## src/rtl/alu_op_sequencer.sv

```systemverilog
// Multicycle MIPS-subset control FSM.
// Walks each instruction through FETCH/DECODE/execute/memory/writeback,
// issuing the ALU control code and the datapath mux selects and strobes.
// Only the state register and the sticky illegal flag are stored; every
// other output is decoded from the current state (plus funct in EXEC_R
// and zero in BRANCH).
module alu_op_sequencer #(
    parameter int         CTRL_W    = 4,
    parameter logic [3:0] RST_STATE = 4'd0
) (
    input  logic              clk,
    input  logic              rst,
    input  logic [5:0]        opcode,
    input  logic [5:0]        funct,
    input  logic              zero,
    output logic [CTRL_W-1:0] alu_ctrl,
    output logic              alu_src_a,
    output logic [1:0]        alu_src_b,
    output logic              pc_write,
    output logic [1:0]        pc_source,
    output logic              iord,
    output logic              mem_read,
    output logic              mem_write,
    output logic              ir_write,
    output logic              reg_dst,
    output logic              mem_to_reg,
    output logic              reg_write,
    output logic [3:0]        state,
    output logic              illegal
);

    typedef enum logic [3:0] {
        S_FETCH  = 4'd0,
        S_DECODE = 4'd1,
        S_MEMADR = 4'd2,
        S_MEMRD  = 4'd3,
        S_MEMWB  = 4'd4,
        S_MEMWR  = 4'd5,
        S_EXEC_R = 4'd6,
        S_RWB    = 4'd7,
        S_BRANCH = 4'd8,
        S_JUMP   = 4'd9,
        S_EXEC_I = 4'd10,
        S_IWB    = 4'd11
    } state_t;

    // ALU control codes
    localparam logic [CTRL_W-1:0] ALU_AND = CTRL_W'(4'b0000);
    localparam logic [CTRL_W-1:0] ALU_OR  = CTRL_W'(4'b0001);
    localparam logic [CTRL_W-1:0] ALU_ADD = CTRL_W'(4'b0010);
    localparam logic [CTRL_W-1:0] ALU_SUB = CTRL_W'(4'b0110);
    localparam logic [CTRL_W-1:0] ALU_SLT = CTRL_W'(4'b0111);
    localparam logic [CTRL_W-1:0] ALU_NOP = CTRL_W'(4'b1111);

    // Opcodes
    localparam logic [5:0] OP_RTYPE = 6'b000000;
    localparam logic [5:0] OP_LW    = 6'b100011;
    localparam logic [5:0] OP_SW    = 6'b101011;
    localparam logic [5:0] OP_BEQ   = 6'b000100;
    localparam logic [5:0] OP_J     = 6'b000010;
    localparam logic [5:0] OP_ADDI  = 6'b001000;
    localparam logic [5:0] OP_ANDI  = 6'b001100;
    localparam logic [5:0] OP_ORI   = 6'b001101;
    localparam logic [5:0] OP_SLTI  = 6'b001010;

    // R-type function codes
    localparam logic [5:0] FN_ADD = 6'b100000;
    localparam logic [5:0] FN_SUB = 6'b100010;
    localparam logic [5:0] FN_AND = 6'b100100;
    localparam logic [5:0] FN_OR  = 6'b100101;
    localparam logic [5:0] FN_SLT = 6'b101010;

    state_t            state_q;
    state_t            state_d;
    logic              illegal_q;
    logic              illegal_d;

    logic [CTRL_W-1:0] r_ctrl;
    logic              r_legal;
    logic [CTRL_W-1:0] i_ctrl;

    // State register and sticky illegal flag; reset wins even mid-instruction
    always_ff @(posedge clk) begin
        if (rst) begin
            state_q   <= state_t'(RST_STATE);
            illegal_q <= 1'b0;
        end else begin
            state_q   <= state_d;
            illegal_q <= illegal_d;
        end
    end

    // ALU operation lookup for R-type funct and I-type opcode
    always_comb begin
        r_ctrl  = ALU_NOP;
        r_legal = 1'b1;
        case (funct)
            FN_ADD:  r_ctrl = ALU_ADD;
            FN_SUB:  r_ctrl = ALU_SUB;
            FN_AND:  r_ctrl = ALU_AND;
            FN_OR:   r_ctrl = ALU_OR;
            FN_SLT:  r_ctrl = ALU_SLT;
            default: r_legal = 1'b0;
        endcase

        i_ctrl = ALU_NOP;
        case (opcode)
            OP_ADDI: i_ctrl = ALU_ADD;
            OP_ANDI: i_ctrl = ALU_AND;
            OP_ORI:  i_ctrl = ALU_OR;
            OP_SLTI: i_ctrl = ALU_SLT;
            default: i_ctrl = ALU_NOP;
        endcase
    end

    // Next-state and output decode; anything not set for a state stays 0/NOP
    always_comb begin
        state_d    = S_FETCH;
        illegal_d  = illegal_q;
        alu_ctrl   = ALU_NOP;
        alu_src_a  = 1'b0;
        alu_src_b  = 2'b00;
        pc_write   = 1'b0;
        pc_source  = 2'b00;
        iord       = 1'b0;
        mem_read   = 1'b0;
        mem_write  = 1'b0;
        ir_write   = 1'b0;
        reg_dst    = 1'b0;
        mem_to_reg = 1'b0;
        reg_write  = 1'b0;

        case (state_q)
            S_FETCH: begin
                mem_read  = 1'b1;
                ir_write  = 1'b1;
                alu_src_b = 2'b01;
                alu_ctrl  = ALU_ADD;
                pc_write  = 1'b1;
                state_d   = S_DECODE;
            end
            S_DECODE: begin
                // Speculatively compute the branch target into ALUOut
                alu_src_b = 2'b11;
                alu_ctrl  = ALU_ADD;
                case (opcode)
                    OP_LW, OP_SW:                     state_d = S_MEMADR;
                    OP_RTYPE:                         state_d = S_EXEC_R;
                    OP_BEQ:                           state_d = S_BRANCH;
                    OP_J:                             state_d = S_JUMP;
                    OP_ADDI, OP_ANDI, OP_ORI, OP_SLTI: state_d = S_EXEC_I;
                    default: begin
                        state_d   = S_FETCH;
                        illegal_d = 1'b1;
                    end
                endcase
            end
            S_MEMADR: begin
                alu_src_a = 1'b1;
                alu_src_b = 2'b10;
                alu_ctrl  = ALU_ADD;
                if (opcode == OP_LW) begin
                    state_d = S_MEMRD;
                end else if (opcode == OP_SW) begin
                    state_d = S_MEMWR;
                end else begin
                    state_d = S_FETCH;
                end
            end
            S_MEMRD: begin
                mem_read = 1'b1;
                iord     = 1'b1;
                state_d  = S_MEMWB;
            end
            S_MEMWB: begin
                reg_write  = 1'b1;
                mem_to_reg = 1'b1;
                state_d    = S_FETCH;
            end
            S_MEMWR: begin
                mem_write = 1'b1;
                iord      = 1'b1;
                state_d   = S_FETCH;
            end
            S_EXEC_R: begin
                alu_src_a = 1'b1;
                alu_ctrl  = r_ctrl;
                if (r_legal) begin
                    state_d = S_RWB;
                end else begin
                    // Unknown funct: drop the instruction, no writeback
                    state_d   = S_FETCH;
                    illegal_d = 1'b1;
                end
            end
            S_RWB: begin
                reg_write = 1'b1;
                reg_dst   = 1'b1;
                state_d   = S_FETCH;
            end
            S_BRANCH: begin
                alu_src_a = 1'b1;
                alu_ctrl  = ALU_SUB;
                pc_source = 2'b01;
                pc_write  = zero;
                state_d   = S_FETCH;
            end
            S_JUMP: begin
                pc_write  = 1'b1;
                pc_source = 2'b10;
                state_d   = S_FETCH;
            end
            S_EXEC_I: begin
                alu_src_a = 1'b1;
                alu_src_b = 2'b10;
                alu_ctrl  = i_ctrl;
                state_d   = S_IWB;
            end
            S_IWB: begin
                reg_write = 1'b1;
                state_d   = S_FETCH;
            end
            default: begin
                state_d = S_FETCH;
            end
        endcase
    end

    assign state   = state_q;
    assign illegal = illegal_q;

endmodule

```

## config.mk

```make
export PLATFORM = sky130hd
export DESIGN_NAME = alu_op_sequencer
export DESIGN_NICKNAME = d
export VERILOG_FILES = /design/src/rtl/alu_op_sequencer.sv
export SDC_FILE = /design/constraint.sdc
export NUM_CORES = 1
export LEC_CHECK = 0
export ABC_AREA = 1
export BUFFER_PORTS_ARGS = -buffer_cell sky130_fd_sc_hd__buf_2
export CAP_MARGIN = 25
export CORE_MARGIN = 4
export CORE_UTILIZATION = 39
export CTS_BUF_LIST = sky130_fd_sc_hd__clkbuf_8 sky130_fd_sc_hd__clkbuf_16
export DETAILED_ROUTE_END_ITERATION = 12
export PLACE_DENSITY = 0.72
export RECOVER_POWER = 25
export SLEW_MARGIN = 20
export SYNTH_ARGS = -nofsm -noshare
export SYNTH_HDL_FRONTEND = slang
export SYNTH_SLANG_ARGS = --single-unit
export TNS_END_PERCENT = 30
```

## constraint.sdc

```tcl
create_clock -name clk -period 1.51 [get_ports clk]
set_input_delay 0.453 -clock clk [delete_from_list [all_inputs] [get_ports clk]]
set_output_delay 0.453 -clock clk [all_outputs]
set_load 0.05 [all_outputs]
```

==> flow_summary.toml, run 1 <==
[placement]
hpwl_um = 2010
dp_slack_ps = -413
gp_congestion = 0.806
portBuffers = 36

[logic_synthesis]
syn_area_um2 = 678
syn_nets = 146
yosysWarnings = 0
post_synth_num_cell_types = 18
synth_cells = 131
ys_seq_area_share_pct = 14.8
ys_seq_elements = 5
avgSynthCellArea_um2 = 5.18

[pwr]
netSwitchingPower_uw = 286
leakagePower_uw = 0.000741
pwr-share-clk_pct = 34.5
internal_power_uw = 426
sw_frac_of_total_pct = 40.2
cellPowerDensity_nw_per_um2 = 490
sequentialPowerShare_pct = 20.4
ir_worst_vdd_v = 0.000942
power_uw = 712
combPwrFrac_pct = 45.1

[setup_path]
worstSetupPathType = "register to primary output"
crit_required_ps = 1060
cp.arrival_ps = 1540
crit_slowest_cell = "dfxtp_4"
slowest_delay_ps = 380
crit_fanout = 4
critPathTopFamily = "simple AND/OR/NAND/NOR gates"
worstPathCellList = "inv_4 > nor2_4 > inv_2 > nor2_4 > inv_2 > nand3_4 > nand2_1 > nor2_1 > nand4_1 > buf_6"
crit_buf_inv = 4
worstSetupEndpointType = "primary output"
crit_path_start_kind = "register"

[global_routing]
grt_pass1_vias = 1095
grt_max_degree = 7
gr-usage-all-layers_pct = 22.7
grt_first_pass_wirelength_um = 4440
use_met3_pct = 6.93
antenna_found_initial = 0
gr-total-overflow = 0
busiest_layer = "met2"
met1_usage_pct = 23.1
grt.met2_usage_pct = 43.8

[worst_hold_path]
holdCritPathClass = "input pin to register"

[clock_network]
cts_hold_buf = 0
htreeDepth = 1
cts_buffer_depth = 2
clk_pin_slew_ps = 40
cts_tree = "built"
cts_buffers = 3
cts.sinks = 5
clk_latency_ps = 220
cts_root_buffer = "clkbuf_8"

[timing]
relSlewSlack_pct = 80.2
grt_setup_unrepaired = "yes"
period_needed_ps = 1990
worst-slew-pin-transition_ps = 296
setup_viol = 17
worst_clock_skew_ps = 2.48
final_max_slew_viol_count = 0
fin_crit_sh_pct = 132
fin_hold_ws_ps = 459
clock.fmax_ghz = 0.502
hold_viol = 0
finalWorstSetupSlack_ps = -482

[floorplan]
dieArea_um2 = 2470
die_h_um = 49.7
dieWidth_um = 49.7
rows = 14
num_io_pins = 37
start_util_pct = 43.0
coreArea_um2 = 1580

[route]
drc = 0
drt_pass1_iterations = 4
drt_iter0_markers = 36
vias_per_cell = 5.49
ant_nets = 0
wl_per_cell_um = 14.6
totalWireLength_um = 3170
num_vias = 1191

[finish]
seqCellArea_um2 = 115
drive_above_1_share_pct = 60.2
syn_to_final_growth_pct = 114
fillerInstances = 68
num-nets-final = 217
multiInputGateArea_um2 = 629
antenna_cells = 0

[status]
status = "complete, but fails checks"
violations = "setup timing"

[run]
cap_viol_max_count = 0
-- per-layer routing --
layer  vias up  part of all wire, %  routed length [um]
li1        552                    -                   -
met1       538                   37                1160
met2        79                   51                1620
met3        22                  7.0                 221
met4         0                  5.3                 168
met5         -                    0                   0
-- flip-flops by register name, summed over array words and instances (netlist names) --
| register | count |
|---|---|
| illegal | 1 |
| state | 4 |
-- worst paths after layout --
check,start,cells after the start,endpoint,slack (ps)
worst max-delay path,state[2],10,alu_ctrl[1],-480
worst min-delay path,rst,2,state[0],460
worst max register to register,state[2],10,state[1],60
worst min register to register,illegal,4,illegal,540
-- Yosys cell counts --
| cell type | instances | area, um2 |
|---|---|---|
| a21oi_1 | 6 | 30.0 |
| a21oi_2 | 2 | 17.5 |
| a21oi_4 | 1 | 16.3 |
| dfxtp_1 | 5 | 100 |
| inv_1 | 16 | 60.1 |
| inv_2 | 10 | 37.5 |
| nand2_1 | 32 | 120 |
| nand2_4 | 1 | 11.3 |
| nand3_1 | 12 | 60.1 |
| nand3_2 | 1 | 10.0 |
| nand4_1 | 2 | 12.5 |
| nor2_1 | 27 | 101 |
| nor2_2 | 1 | 6.26 |
| nor2_4 | 2 | 22.5 |
| nor3_1 | 4 | 20.0 |
| o211ai_2 | 1 | 12.5 |
| o21ai_0 | 4 | 20.0 |
| o21ai_1 | 4 | 20.0 |
-- area by class of cell --
class	instances	share of cell area [%]
clock inverters	1	0.258
flip-flops and latches	5	7.92
inverters	26	7.75
well taps	16	1.38
multi-input cells	100	43.3
repair buffers	66	36.5
clock buffers	3	2.84
-- stage by stage --
step           area, um2  util (%)  setup TNS [ps]  std cells
6_report            1450      92.1           -4880        217
2_1_floorplan        753         -           -3600        131
4_1_cts             1310      83.3           -4020        212
3_5_place_dp        1140      72.4           -2620        208
3_3_place_gp        1140      72.4           -2440        208
5_1_grt             1450      92.1           -5910        217
-- placed cells by master, fill, tap and decap left out, types with 3 or more instances in the layout --
cell type  instances
clkbuf_8           3
nand2_1           26
inv_4              3
nand2_2            3
dfxtp_4            4
buf_4             30
buf_6             12
inv_2             12
nor2_4             9
o21ai_1            5
buf_2             18
a21oi_1            4
nor3_1             3
nor2_1            19
nand2_4            4
nand3_1           10
buf_8              5
inv_1             10
a21oi_2            3
-- timing repair --
item                                   in CTS  in global routing
pin swaps                                   1                  3
buffers inserted                            0                  5
endpoints found under the hold margin       0                  0
setup endpoints to repair                  17                 17
gates resized for setup                    39                 27
-- cell families (layout without fill, tap and decap cells) --
group,count (synthesis),count (layout),share of synthesized area [%]
flops,5,5,14.8
buf+inv,26,96,14.4
compound gates,18,18,17.2
simple gates,82,82,53.7
-- power by group through the flow --
stage | sequential [uW] | clock (uW) | combinational, uW
after floorplan | 164 | 0 | 152
after global placement | 143 | 0 | 258
after detailed placement | 143 | 0 | 263
after CTS | 143 | 249 | 293
after global routing | 146 | 263 | 340
final | 145 | 246 | 321
-- worst reg2reg max path, stage by stage, from the launching register on --
cell and delay, ps:
dfxtp_4 380, inv_4 50, nor2_4 100, inv_2 70
nor2_4 140, inv_2 70, buf_4 130, buf_4 130
a21oi_4 130, nor2_2 70, a21oi_2 120
Note: power is estimated with default switching activity, not from simulation.
==> run 2, diff against run 1 <==
--- a/config.mk
+++ b/config.mk
@@ -6,13 +6,13 @@
 export NUM_CORES = 1
 export LEC_CHECK = 0
 export ABC_AREA = 1
-export BUFFER_PORTS_ARGS = -buffer_cell sky130_fd_sc_hd__buf_2
 export CAP_MARGIN = 25
 export CORE_MARGIN = 4
-export CORE_UTILIZATION = 39
+export CORE_UTILIZATION = 50
 export CTS_BUF_LIST = sky130_fd_sc_hd__clkbuf_8 sky130_fd_sc_hd__clkbuf_16
 export DETAILED_ROUTE_END_ITERATION = 12
-export PLACE_DENSITY = 0.72
+export DONT_BUFFER_PORTS = 1
+export PLACE_DENSITY = 0.66
 export RECOVER_POWER = 25
 export SLEW_MARGIN = 20
 export SYNTH_ARGS = -nofsm -noshare
==> flow_summary.toml, run 2 <==
[clock_network]
cts.sinks = 5
cts_buffer_depth = 2
cts_hold_buf = 0
cts_root_buffer = "clkbuf_8"
ctsResizeCount = 37
postCtsSetupBuffers = 3
cts_buffers = 3
htreeDepth = 1

[logic_synthesis]
synth_top_area_cell = "nand2_1"
syn_area_um2 = 678
ys_async_sr_fraction_pct = 0
synth.most_common_cell = "nand2_1"
syn_nets = 146
synth_top_area_share_pct = 17.7
synth_edf_count = 0
synth_commonest_cells = "nand2_1 (32), nor2_1 (27), inv_1 (16)"
post_synth_num_cell_types = 18
ys.flop_type = "dfxtp_1"
avgSynthCellArea_um2 = 5.18
ys_seq_area_share_pct = 14.8
synth_cells = 131
yosysWarnings = 0
ys_seq_elements = 5
synth_area_leaders = "nand2_1 (18%), nor2_1 (15%), dfxtp_1 (15%)"

[placement]
portBuffers = 0
gp_congestion = 0.849
hpwl_um = 2610
dp_cells = 189
dp_slack_ps = -410

[floorplan]
die_h_um = 44.8
dieWidth_um = 44.8
rows = 13
start_util_pct = 52.8
num_io_pins = 37

[status]
firstError = "[ERROR DPL-0038] Utilization greater than 100%, impossible to legalize"
status = "did not finish"
stop_stage = "clock tree synthesis (4_1_cts)"
==> run 2: cell families after synthesis <==
logic type | share of synthesized area (%)
simple gates | 53.7
buf+inv | 14.4
compound gates | 17.2
flops | 14.8
==> run 2: metrics by stage <==
stage | util [%] | instance area (um2) | hold slack (ps)
3_5_place_dp | 93.0 | 1190 | 511
3_3_place_gp | 93.0 | 1190 | 509
2_1_floorplan | - | 753 | 506
==> run 3, diff against run 2 <==
--- a/config.mk
+++ b/config.mk
@@ -7,12 +7,11 @@
 export LEC_CHECK = 0
 export ABC_AREA = 1
 export CAP_MARGIN = 25
-export CORE_MARGIN = 4
-export CORE_UTILIZATION = 50
-export CTS_BUF_LIST = sky130_fd_sc_hd__clkbuf_8 sky130_fd_sc_hd__clkbuf_16
+export CORE_AREA = 4 4 65 67
 export DETAILED_ROUTE_END_ITERATION = 12
+export DIE_AREA = 0 0 69 71
 export DONT_BUFFER_PORTS = 1
-export PLACE_DENSITY = 0.66
+export PLACE_DENSITY_LB_ADDON = 0.15
 export RECOVER_POWER = 25
 export SLEW_MARGIN = 20
 export SYNTH_ARGS = -nofsm -noshare
==> constraint.sdc (replaced) <==
create_clock -name clk -period 1.96 [get_ports clk]
set_input_delay 0.588 -clock clk [delete_from_list [all_inputs] [get_ports clk]]
set_output_delay 0.588 -clock clk [all_outputs]
set_load 0.05 [all_outputs]
==> flow_summary.toml, run 3 (synthesis results as in run 1) <==
[status]
status = "complete, but fails checks"
violations = "setup timing"

[setup_path]
cp.arrival_ps = 1420
crit_required_ps = 1370
crit_path_start_kind = "register"
worstSetupEndpointType = "primary output"
worstSetupPathType = "register to primary output"
crit_fanout = 3

[route]
num_vias = 935
wl_per_cell_um = 10.3
drt_pass1_iterations = 4
ant_nets = 0
totalWireLength_um = 2240
drc = 0
drt_iter0_markers = 24
vias_per_cell = 4.29

[run]
cap_viol_max_count = 0

[clock_network]
cts_buffer_depth = 2
cts_hold_buf = 0
cts_tree = "built"
cts.sinks = 5
htreeDepth = 1
clk_latency_ps = 220
cts_root_buffer = "clkbuf_8"
clk_pin_slew_ps = 30
cts_buffers = 3

[floorplan]
dieArea_um2 = 4900
rows = 22
die_h_um = 71
start_util_pct = 18.7
num_io_pins = 37
coreArea_um2 = 3630
dieWidth_um = 69

[global_routing]
busiest_layer = "met2"
antenna_found_initial = 0
grt.met2_usage_pct = 18.6
grt_pass1_vias = 941
use_met3_pct = 2.27
gr-usage-all-layers_pct = 9.68
gr-total-overflow = 0
met1_usage_pct = 10.3
grt_max_degree = 7
grt_first_pass_wirelength_um = 4060

[timing]
final_max_slew_viol_count = 0
worst-slew-pin-transition_ps = 513
worst_clock_skew_ps = 0.297
period_needed_ps = 2010
relSlewSlack_pct = 65.8
setup_viol = 4
grt_setup_unrepaired = "yes"
finalWorstSetupSlack_ps = -50.8
fin_crit_sh_pct = 103
clock.fmax_ghz = 0.497
hold_viol = 0

[finish]
mostFrequentLayoutCell = "nand2_1"
final_cell_mix = "nand2_1 (30), buf_4 (26), nor2_1 (23)"
syn_to_final_growth_pct = 76.9
final_area_um2 = 1200
final_util_pct = 33.0
antenna_cells = 0
drive_above_1_share_pct = 44.7
num-nets-final = 186
largest_reg_flops = 4

[placement]
placed_cell_area_um2 = 1110
portBuffers = 0
gp_congestion = 0.873
hpwl_um = 2010

[pwr]
power_uw = 486
leakagePower_uw = 0.000588
ir_worst_vdd_v = 0.000192
cellPowerDensity_nw_per_um2 = 405

[worst_hold_path]
holdCritPathClass = "input pin to register"
[run 3: area by class of cell]
class	instances	area, um2
inverter	26	104
clock buffer	4	45.0
tap	48	60.1
sequential	5	113
fill	416	2430
timing repair buffer	35	354
multi-input combinational	100	524
[run 3: worst paths after layout]
kind | to | from | slack, ps | cells past startpoint
setup / recovery | alu_ctrl[1] | state[2] | -50 | 10
hold / removal | state[0] | rst | 420 | 1
setup reg to reg | state[1] | state[2] | 590 | 9
hold reg to reg | state[3] | state[1] | 780 | 5
[run 3: metrics by stage]
stage | worst slack, ps | hold slack (ps) | cells | TNS, ps
2_1_floorplan | -169 | 641 | 131 | -730
3_3_place_gp | -93.9 | 646 | 211 | -284
3_5_place_dp | -107 | 646 | 211 | -349
4_1_cts | -103 | 417 | 218 | -273
5_1_grt | -167 | 418 | 218 | -565
6_report | -50.8 | 422 | 218 | -139
[run 3: metal layers]
layer	part of all wire, %	vias up	wire length (um)
met5	0	-	0
met4	0	0	0
met3	4.7	0	106
met2	55	16	1230
met1	40	421	906
li1	-	498	-
[run 3: timing repair]
item,4_1_cts,5_1_grt
pin swaps,3,3
endpoints found under the setup margin,6,8
endpoints found under the hold margin,0,0
gates resized for setup,8,6
buffers inserted,3,0
[run 3: worst max-delay path: stages, from the launching register on]
cell	delay, ps
dfxtp_4	370
inv_4	40
nor2_4	90
inv_2	60
nor2_4	100
inv_2	60
nand3_2	70
nand2_1	50
nor2_1	90
nand4_1	100
buf_6	170
[run 3: where the power goes]
part	total (uW)	switching [uW]	leakage [uW]	internal, uW
Sequential	117	13.2	0.0000435	104
Clock	185	46.1	0.0000228	139
Combinational	183	116	0.000522	67.4
==> run 4, diff against run 3 <==
--- a/config.mk
+++ b/config.mk
@@ -11,7 +11,6 @@
 export DETAILED_ROUTE_END_ITERATION = 12
 export DIE_AREA = 0 0 69 71
 export DONT_BUFFER_PORTS = 1
-export PLACE_DENSITY_LB_ADDON = 0.15
 export RECOVER_POWER = 25
 export SLEW_MARGIN = 20
 export SYNTH_ARGS = -nofsm -noshare
==> flow_summary.toml, run 4 (synthesis results as in run 1) <==
[finish]
num-nets-final = 190
largest_reg_flops = 4
seqCellArea_um2 = 113
multiInputGateArea_um2 = 544
syn_to_final_growth_pct = 84.3
mostFrequentLayoutCell = "nand2_1"
antenna_cells = 0
final_util_pct = 34.4
final_cell_mix = "nand2_1 (31), buf_4 (26), nor2_1 (23)"
fillerInstances = 401
drive_above_1_share_pct = 44.8

[route]
drt_pass1_iterations = 4
drc = 0
drt_iter0_markers = 16
num_vias = 950
totalWireLength_um = 2320
vias_per_cell = 4.28
ant_nets = 0
wl_per_cell_um = 10.4

[pwr]
sequentialPowerShare_pct = 23.9
leakagePower_uw = 0.000604
combPwrFrac_pct = 37.3
internal_power_uw = 309
sw_frac_of_total_pct = 36.9
netSwitchingPower_uw = 181
power_uw = 491
pwr-share-clk_pct = 38.8
ir_worst_vdd_v = 0.000119
cellPowerDensity_nw_per_um2 = 393

[clock_network]
cts_buffers = 3
clk_latency_ps = 220
cts_root_buffer = "clkbuf_8"
cts_hold_buf = 0
cts_buffer_depth = 2
cts_tree = "built"
htreeDepth = 1
clk_pin_slew_ps = 40
cts.sinks = 5

[timing]
worst-slew-pin-transition_ps = 644
setup_tns_ps = -457
period_needed_ps = 2070
worst_clock_skew_ps = 1.20
hold_viol = 0
grt_setup_unrepaired = "yes"
final_max_slew_viol_count = 0
relSlewSlack_pct = 57.1
fin_crit_sh_pct = 106
finalWorstSetupSlack_ps = -109
setup_viol = 6
clock.fmax_ghz = 0.483

[setup_path]
crit_required_ps = 1370
worstSetupPathType = "register to primary output"
r2r_cells = 10
worstSetupEndpointType = "primary output"
crit_fanout = 3
cp.arrival_ps = 1480
crit_path_start_kind = "register"

[floorplan]
rows = 22
coreArea_um2 = 3630
num_io_pins = 37
die_h_um = 71
start_util_pct = 18.7
dieWidth_um = 69
dieArea_um2 = 4900

[global_routing]
gr-usage-all-layers_pct = 9.83
gr-total-overflow = 0
grt_pass1_vias = 936
grt_max_degree = 7
grt_first_pass_wirelength_um = 3950
antenna_found_initial = 0

[placement]
hpwl_um = 1930
gp_congestion = 0.837
portBuffers = 0

[worst_hold_path]
holdCritPathClass = "input pin to register"
min_path_cells = 1

[run]
cap_viol_max_count = 0

[status]
violations = "setup timing"
status = "complete, but fails checks"
==> run 4: path summary, 6_finish.rpt <==
check | startpoint | endpoint | slack [ps]
worst max-delay path | state[2] | alu_ctrl[3] | -110
worst min-delay path | rst | state[1] | 420
worst max register to register | state[2] | state[1] | 590
worst min register to register | state[1] | state[0] | 650
==> run 4: final cells by class <==
type	instances	share of cell area (%)
multi-input cells	100	43.5
repair buffers	39	30.7
flip-flops and latches	5	9.01
inverters	26	8.31
well taps	48	4.80
clock buffers	4	3.60
==> run 4: power by group through the flow <==
stage	combinational (uW)	clock [uW]	sequential, uW
floorplan	108	0	127
global placement	178	0	118
detailed placement	180	0	118
CTS	184	194	117
global route	197	203	117
finish	183	191	117
==> run 4: what timing repair did <==
action	4_1_cts	5_1_grt
pin swaps	4	5
endpoints found under the setup margin	6	11
setup buffers	5	4
hold endpoints to repair	0	0
resized for setup	9	7
==> run 4: stage by stage <==
| stage | hold WS [ps] | cell area (um2) | setup WS, ps | cells |
|---|---|---|---|---|
| 6_report | 418 | 1250 | -109 | 222 |
| 4_1_cts | 414 | 1210 | -139 | 218 |
| 5_1_grt | 415 | 1250 | -231 | 222 |
| 2_1_floorplan | 641 | 721 | -169 | 131 |
| 3_5_place_dp | 645 | 1090 | -61.9 | 209 |
| 3_3_place_gp | 643 | 1090 | -39.4 | 209 |
==> run 4: layer usage <==
| layer | up-vias | GRT usage, % | wire [um] | share of wire, % |
|---|---|---|---|---|
| li1 | 501 | - | - | - |
| met1 | 414 | 11.3 | 1000 | 43 |
| met2 | 31 | 17.1 | 1130 | 49 |
| met3 | 4 | 2.56 | 155 | 6.7 |
| met4 | 0 | 4.56 | 29 | 1.3 |
| met5 | - | 0 | 0 | 0 |
==> run 4: critical path: stages (launching register included) <==
cell and delay, ps:
dfxtp_4 370, inv_4 40, nor2_4 90, inv_2 60
nor2_4 110, inv_2 60, nand3_2 70, buf_4 110
nand2_1 50, inv_2 60, nand2_1 80, buf_12 160
